<file path="config.mk">
export PLATFORM = sky130hd
export DESIGN_NAME = cache_assoc_wb
export DESIGN_NICKNAME = d
export VERILOG_FILES = /design/src/rtl/cache_assoc_wb.sv
export SDC_FILE = /design/constraint.sdc
export NUM_CORES = 2
export LEC_CHECK = 0
export CORE_ASPECT_RATIO = 1.25
export CORE_MARGIN = 10
export CORE_UTILIZATION = 55
export CTS_BUF_LIST = sky130_fd_sc_hd__clkbuf_8 sky130_fd_sc_hd__clkbuf_16
export DETAILED_ROUTE_END_ITERATION = 7
export DONT_BUFFER_PORTS = 1
export PLACE_DENSITY = 0.7
export SLEW_MARGIN = 20
export SYNTH_ARGS = -nofsm -noshare
export SYNTH_HDL_FRONTEND = slang
export SYNTH_SLANG_ARGS = --single-unit
</file>
<file path="constraint.sdc">
create_clock -name clk -period 7.45 [get_ports clk]
set_input_delay 1.8625 -clock clk [delete_from_list [all_inputs] [get_ports clk]]
set_output_delay 1.8625 -clock clk [all_outputs]
set_load 0.02 [all_outputs]
</file>
<file path="src/rtl/cache_assoc_wb.sv">
// ----------------------------------------------------------------------------
// cache_assoc_wb
//
// Set-associative, write-back, write-allocate cache between the processor word
// interface and a 128-bit block memory. Hits are resolved combinationally, so a
// hit finishes in the same cycle it is presented. Misses go through an optional
// write-back of a dirty victim (WBACK) and then a block refill (ALLOC). When the
// refill completes, the held request hits in IDLE on the following cycle.
//
// Parameters
//   SETS   number of sets (power of 2, 2..64)
//   WAYS   associativity, 1 (direct-mapped) or 2 (LRU replacement)
//   CNT_W  width of the saturating statistics counters
//
// Ports
//   clk, proc_reset                  clock and synchronous active-high reset
//   proc_read, proc_write            word request; write wins if both are set
//   proc_addr[29:0]                  word address {tag, index, word}
//   proc_wdata / proc_rdata          write data / read data (0 when not a read hit)
//   proc_stall                       request not yet complete
//   mem_read, mem_write              registered block requests, never both high
//   mem_addr[27:0]                   block address
//   mem_wdata / mem_rdata            victim block out / refill block in (word 0 in [31:0])
//   mem_ready                        one-cycle completion pulse from memory
//   access_cnt, miss_cnt             saturating completed-access and miss counters
// ----------------------------------------------------------------------------
module cache_assoc_wb #(
    parameter int SETS  = 4,
    parameter int WAYS  = 2,
    parameter int CNT_W = 16
) (
    input  logic             clk,
    input  logic             proc_reset,
    input  logic             proc_read,
    input  logic             proc_write,
    input  logic [29:0]      proc_addr,
    input  logic [31:0]      proc_wdata,
    output logic [31:0]      proc_rdata,
    output logic             proc_stall,
    output logic             mem_read,
    output logic             mem_write,
    output logic [27:0]      mem_addr,
    output logic [127:0]     mem_wdata,
    input  logic [127:0]     mem_rdata,
    input  logic             mem_ready,
    output logic [CNT_W-1:0] access_cnt,
    output logic [CNT_W-1:0] miss_cnt
);

    localparam int INDEX_W = $clog2(SETS);
    localparam int TAG_W   = 28 - INDEX_W;

    typedef enum logic [1:0] {
        IDLE  = 2'd0,
        WBACK = 2'd1,
        ALLOC = 2'd2
    } state_t;

    // ------------------------------------------------------------------------
    // Storage
    // ------------------------------------------------------------------------
    // NOTE: the data and tag arrays have no reset; a line is only ever read
    // through its valid bit, so clearing them would cost logic and buy nothing.
    logic [127:0]     data_q [WAYS][SETS];
    logic [TAG_W-1:0] tag_q  [WAYS][SETS];

    logic [WAYS-1:0][SETS-1:0] valid_q, valid_d;
    logic [WAYS-1:0][SETS-1:0] dirty_q, dirty_d;
    logic [SETS-1:0]           lru_q,   lru_d;   // 1 = way 1 is least recently used

    state_t           state_q,     state_d;
    logic             victim_q,    victim_d;
    logic             mem_read_q,  mem_read_d;
    logic             mem_write_q, mem_write_d;
    logic [27:0]      mem_addr_q,  mem_addr_d;
    logic [127:0]     mem_wdata_q, mem_wdata_d;
    logic [CNT_W-1:0] access_cnt_q, access_cnt_d;
    logic [CNT_W-1:0] miss_cnt_q,   miss_cnt_d;

    // ------------------------------------------------------------------------
    // Address fields
    // ------------------------------------------------------------------------
    logic [1:0]         req_word;
    logic [INDEX_W-1:0] req_index;
    logic [TAG_W-1:0]   req_tag;
    logic               request;

    assign req_word  = proc_addr[1:0];
    assign req_index = proc_addr[INDEX_W+1:2];
    assign req_tag   = proc_addr[29:INDEX_W+2];
    assign request   = proc_read | proc_write;

    // During ALLOC, mem_addr_q holds {tag, index} of the block being fetched,
    // so the refill is placed from the registered address, not the live one.
    logic [INDEX_W-1:0] refill_index;
    logic [TAG_W-1:0]   refill_tag;

    assign refill_index = mem_addr_q[INDEX_W-1:0];
    assign refill_tag   = mem_addr_q[27:INDEX_W];

    // ------------------------------------------------------------------------
    // Lookup and victim selection
    // ------------------------------------------------------------------------
    logic         hit;
    logic         hit_way;
    logic [127:0] hit_block;
    logic         victim_sel;
    logic         victim_valid;
    logic         victim_dirty;
    logic [TAG_W-1:0] victim_tag;
    logic [127:0] victim_block;

    // NOTE: every signal assigned in an always_comb gets a default at the top
    // of the block, so no path through it can leave a value held (a latch).
    always_comb begin
        hit       = 1'b0;
        hit_way   = 1'b0;
        hit_block = '0;
        for (int w = 0; w < WAYS; w++) begin
            if (valid_q[w][req_index] && (tag_q[w][req_index] == req_tag)) begin
                hit       = 1'b1;
                hit_way   = w[0];
                hit_block = data_q[w][req_index];
            end
        end
    end

    // Invalid ways are preferred over the LRU way; scanning downwards lets way 0
    // win when both are free. With one way, the victim is always way 0.
    always_comb begin
        victim_sel = (WAYS > 1) ? lru_q[req_index] : 1'b0;
        for (int w = WAYS - 1; w >= 0; w--) begin
            if (!valid_q[w][req_index]) begin
                victim_sel = w[0];
            end
        end

        victim_valid = 1'b0;
        victim_dirty = 1'b0;
        victim_tag   = '0;
        victim_block = '0;
        for (int w = 0; w < WAYS; w++) begin
            if (int'(victim_sel) == w) begin
                victim_valid = valid_q[w][req_index];
                victim_dirty = dirty_q[w][req_index];
                victim_tag   = tag_q[w][req_index];
                victim_block = data_q[w][req_index];
            end
        end
    end

    // ------------------------------------------------------------------------
    // Processor-side outputs
    // ------------------------------------------------------------------------
    logic idle_hit;
    logic hit_we;
    logic refill_we;

    assign idle_hit   = (state_q == IDLE) & hit;
    assign proc_stall = request & ~idle_hit;
    assign proc_rdata = (idle_hit & proc_read & ~proc_write)
                      ? hit_block[{req_word, 5'b0} +: 32] : 32'h0;

    assign hit_we    = idle_hit & proc_write & ~proc_reset;
    assign refill_we = (state_q == ALLOC) & mem_ready & ~proc_reset;

    // ------------------------------------------------------------------------
    // Next-state logic
    // ------------------------------------------------------------------------
    always_comb begin
        state_d      = state_q;
        victim_d     = victim_q;
        mem_read_d   = mem_read_q;
        mem_write_d  = mem_write_q;
        mem_addr_d   = mem_addr_q;
        mem_wdata_d  = mem_wdata_q;
        valid_d      = valid_q;
        dirty_d      = dirty_q;
        lru_d        = lru_q;
        access_cnt_d = access_cnt_q;
        miss_cnt_d   = miss_cnt_q;

        if (request && !proc_stall && (access_cnt_q != '1)) begin
            access_cnt_d = access_cnt_q + CNT_W'(1);
        end

        unique case (state_q)
            IDLE: begin
                if (request && hit) begin
                    if (WAYS > 1) begin
                        lru_d[req_index] = ~hit_way;
                    end
                    for (int w = 0; w < WAYS; w++) begin
                        if (proc_write && (int'(hit_way) == w)) begin
                            dirty_d[w][req_index] = 1'b1;
                        end
                    end
                end else if (request) begin
                    if (miss_cnt_q != '1) begin
                        miss_cnt_d = miss_cnt_q + CNT_W'(1);
                    end
                    victim_d = victim_sel;
                    if (victim_valid && victim_dirty) begin
                        state_d     = WBACK;
                        mem_write_d = 1'b1;
                        mem_addr_d  = {victim_tag, req_index};
                        mem_wdata_d = victim_block;
                    end else begin
                        state_d    = ALLOC;
                        mem_read_d = 1'b1;
                        mem_addr_d = proc_addr[29:2];
                    end
                end
            end

            WBACK: begin
                // Address and data stay frozen until memory accepts the victim;
                // the refill request follows directly, never overlapping.
                if (mem_ready) begin
                    state_d     = ALLOC;
                    mem_write_d = 1'b0;
                    mem_read_d  = 1'b1;
                    mem_addr_d  = proc_addr[29:2];
                end
            end

            ALLOC: begin
                if (mem_ready) begin
                    state_d    = IDLE;
                    mem_read_d = 1'b0;
                    for (int w = 0; w < WAYS; w++) begin
                        if (int'(victim_q) == w) begin
                            valid_d[w][refill_index] = 1'b1;
                            dirty_d[w][refill_index] = 1'b0;
                        end
                    end
                end
            end

            default: begin
                state_d = IDLE;
            end
        endcase
    end

    // ------------------------------------------------------------------------
    // State registers
    // ------------------------------------------------------------------------
    // NOTE: sequential state is assigned with non-blocking (<=) so every flop
    // samples its _d value from before the edge, regardless of statement order.
    always_ff @(posedge clk) begin
        if (proc_reset) begin
            state_q      <= IDLE;
            victim_q     <= 1'b0;
            mem_read_q   <= 1'b0;
            mem_write_q  <= 1'b0;
            mem_addr_q   <= '0;
            mem_wdata_q  <= '0;
            valid_q      <= '0;
            dirty_q      <= '0;
            lru_q        <= '0;
            access_cnt_q <= '0;
            miss_cnt_q   <= '0;
        end else begin
            state_q      <= state_d;
            victim_q     <= victim_d;
            mem_read_q   <= mem_read_d;
            mem_write_q  <= mem_write_d;
            mem_addr_q   <= mem_addr_d;
            mem_wdata_q  <= mem_wdata_d;
            valid_q      <= valid_d;
            dirty_q      <= dirty_d;
            lru_q        <= lru_d;
            access_cnt_q <= access_cnt_d;
            miss_cnt_q   <= miss_cnt_d;
        end
    end

    // Array write ports: a refill replaces a whole line, a write hit one word.
    always_ff @(posedge clk) begin
        for (int w = 0; w < WAYS; w++) begin
            if (refill_we && (int'(victim_q) == w)) begin
                data_q[w][refill_index] <= mem_rdata;
                tag_q[w][refill_index]  <= refill_tag;
            end else if (hit_we && (int'(hit_way) == w)) begin
                data_q[w][req_index][{req_word, 5'b0} +: 32] <= proc_wdata;
            end
        end
    end

    assign mem_read   = mem_read_q;
    assign mem_write  = mem_write_q;
    assign mem_addr   = mem_addr_q;
    assign mem_wdata  = mem_wdata_q;
    assign access_cnt = access_cnt_q;
    assign miss_cnt   = miss_cnt_q;

endmodule

</file>
==> results_dict.tcl <==
set metrics [dict create \
    fin_crit_sh 0.986 \
    yosysTopAreaCellShare 0.525 \
    die_h_um 420 \
    slowest_stage "mux4_2" \
    finalNetCount 5810 \
    antenna_found_initial 32 \
    cpPeakStageDelay_ps 670 \
    clk_latency_ps 800 \
    gp_congestion 1.01 \
    viasPerCell 6.75 \
    worstPathMaxFanout 337 \
    gr-total-overflow 0 \
    relSlewSlack 0.145 \
    postRouteAntennaNets 0 \
    cts_setup_buffers 0 \
    portBuffers 0 \
    dr.first_iter.drc_count 7522 \
    hold_buffers 0 \
    place_hpwl_um 166000 \
    min_path_type "flip-flop to flip-flop" \
    cts_tree "built" \
    ys_ff_latch 1445 \
    synthArstFlopShare 0 \
    fp-row-count 146 \
    grt_use_total 0.354 \
    slew_viol_final 0 \
    rsz0062_at_grt "false" \
    initial_core_util 0.555 \
    mostFrequentLayoutCell "nand2_1" \
    worstSetupStartpointType "primary input" \
    yosysSeqAreaShare 0.586 \
    maxCapViolations 0 \
    drcViolationCount 0 \
    p_leak_nw 27.7 \
    num_vias 50300 \
    htreeDepth 4 \
    drive_gt1_frac 0.135 \
    skew_ps 40.2 \
    syn_avg_cell_area_um2 11.9 \
    grt_pass1_wl_um 361000 \
    use_met2 0.533 \
    fmax_mhz 136 \
    cts.sinks 1445 \
    met3_usage 0.156 \
    syn-num-nets 6095 \
    setup_violations 0 \
    clk_pin_slew_ps 60 \
    min_from "valid_q[1]" \
    crit_top_cell "mux2i_1" \
    crit_chain "mux4_2, xnor2_1, nand4_1, a2111oi_2, and4_4, buf_4, mux2i_1, mux2i_1, a22o_1" \
    tns_ps 0 \
    cts_resized 0 \
    numCtsBuffers 146 \
    die_w_um 340 \
    crit_start "proc_addr[2]" \
    crit_arrival_ps 5480 \
    grt_max_degree 377 \
    yosysTopAreaCell "edfxtp_1" \
    synth_area_mm2 0.0704 \
    worstPathRequired_ps 5590 \
    synth_warnings 0 \
    synth_area_leaders "edfxtp_1, mux4_2, nand2_1, o21ai_0, dfxtp_1" \
    ir_drop_uv 219 \
    fill_cells 9921 \
    synth_edf_count 1232 \
    routed_wirelength_um 258000 \
    final_cell_mix "nand2_1, edfxtp_1, o21ai_0" \
    ys.flop_type "edfxtp_1" \
    ios 418 \
    use_met1 0.411 \
    rr_startpoint "tag_q[0][4]" \
    wl_per_cell_um 34.6 \
    status "finished clean" \
    core_mm2 0.127 \
    power_mw 17.5 \
    synth_cell_types 73 \
    cts.path.max_buffers 3 \
    p_per_area_mw_per_mm2 230 \
    cts-root-buf "clkbuf_16" \
    finalWorstPathRequiredPeriod_ps 7350 \
    dr.pass1.iters 7 \
    syn_inst 5893 \
    synthToLayoutAreaGrowth_pct 8.39 \
    design.die.area_mm2 0.143 \
    crit_path_end_kind "output pin" \
    tightest_slew_ps 1280 \
    hold_viol 0 \
    grt_pass1_vias 47100 \
    crit_type "primary input to output pin" \
    grt-busiest-layer "met2" \
]
-- layout make-up --
type                            count  area, um^2  area share
Antenna cell                       21        52.6    0.000688
Clock buffer                      168        4010      0.0526
Clock inverter                    104         875      0.0115
Inverter                           25        93.8     0.00123
Multi-Input combinational cell   3850       26700       0.350
Sequential cell                  1445       41300       0.541
Tap cell                         1702        2130      0.0279
Timing Repair Buffer              140        1200      0.0157
-- power breakdown --
part | total [mW] | internal (mW) | switching, mW
Combinational | 1.16 | 0.421 | 0.742
Clock | 7.46 | 4.20 | 3.26
Sequential | 8.89 | 8.82 | 0.0696
Total | 17.5 | 13.4 | 4.08
-- worst max-delay path, delay by kind of cell --
family          cells  cell delay (ps)
buf+inv             1              380
mux                 3             1140
simple gates        2              830
xor+xnor            1              220
compound gates      2              740
-- sequential cells by signal, summed over array words and instances (netlist names) --
signal / cells
data_q: 1024
tag_q: 208
mem_wdata: 128
mem_addr: 28
access_cnt: 16
miss_cnt: 16
dirty_q: 8
valid_q: 8
lru_q: 4
state_q: 2
mem_read: 1
mem_write: 1
victim_q: 1
-- path summary, 6_finish.rpt --
| kind | to | slack (ps) | depth (start not counted) |
|---|---|---|---|
| setup / recovery | proc_rdata[15] | 100 | 9 |
| hold / removal | valid_q[1] | 450 | 1 |
| setup reg to reg | data_q[0][302] | 2620 | 8 |
| hold reg to reg | valid_q[1] | 450 | 1 |
-- synth_stat cells (14+ instances only) --
cell,instances
nand2_1,1285
edfxtp_1,1232
o21ai_0,927
mux2i_1,369
mux4_2,324
clkbuf_1,320
dfxtp_1,213
nor2_1,165
a211oi_1,136
buf_1,131
o21ai_1,130
buf_2,74
nand3_1,70
a21oi_1,67
nor2b_1,46
nand4_1,38
xnor2_1,35
a22o_1,32
o221ai_1,27
buf_4,25
and3_1,24
inv_1,24
buf_6,21
mux2_2,17
or3_1,14
-- per-layer routing --
metal / wire length, um / vias to the layer above / part of all wire
li1: - / 21400 / -
met1: 82700 / 24600 / 0.32
met2: 116000 / 3621 / 0.45
met3: 38800 / 718 / 0.15
met4: 20100 / 32 / 0.078
met5: 191 / - / 0.00074
-- cell families (layout without fill, tap and decap cells) --
group / count (synthesis) / count (layout) / synth area share
and+or+nand+nor: 1709 / 1709 / 0.102
AOI/OAI and AO/OA: 1383 / 1383 / 0.110
adders and majority gates: 7 / 7 / 0.00124
DFF: 1445 / 1445 / 0.586
buffers and inverters: 598 / 437 / 0.0371
xor gates and xnor gates: 41 / 41 / 0.00521
muxes: 710 / 710 / 0.159
other: 0 / 21 / 0
-- through the flow --
stage	instance area, um^2	util	hold slack, ps	instances	setup WS (ps)
CTS	76300	0.601	452	7434	270
floorplan	70400	-	421	5893	863
global placement	71400	0.562	431	7162	367
detailed placement	71400	0.562	439	7162	276
global route	76300	0.601	460	7444	79.6
finish	76300	0.601	452	7455	104
Power figures use the tool's default switching activity.
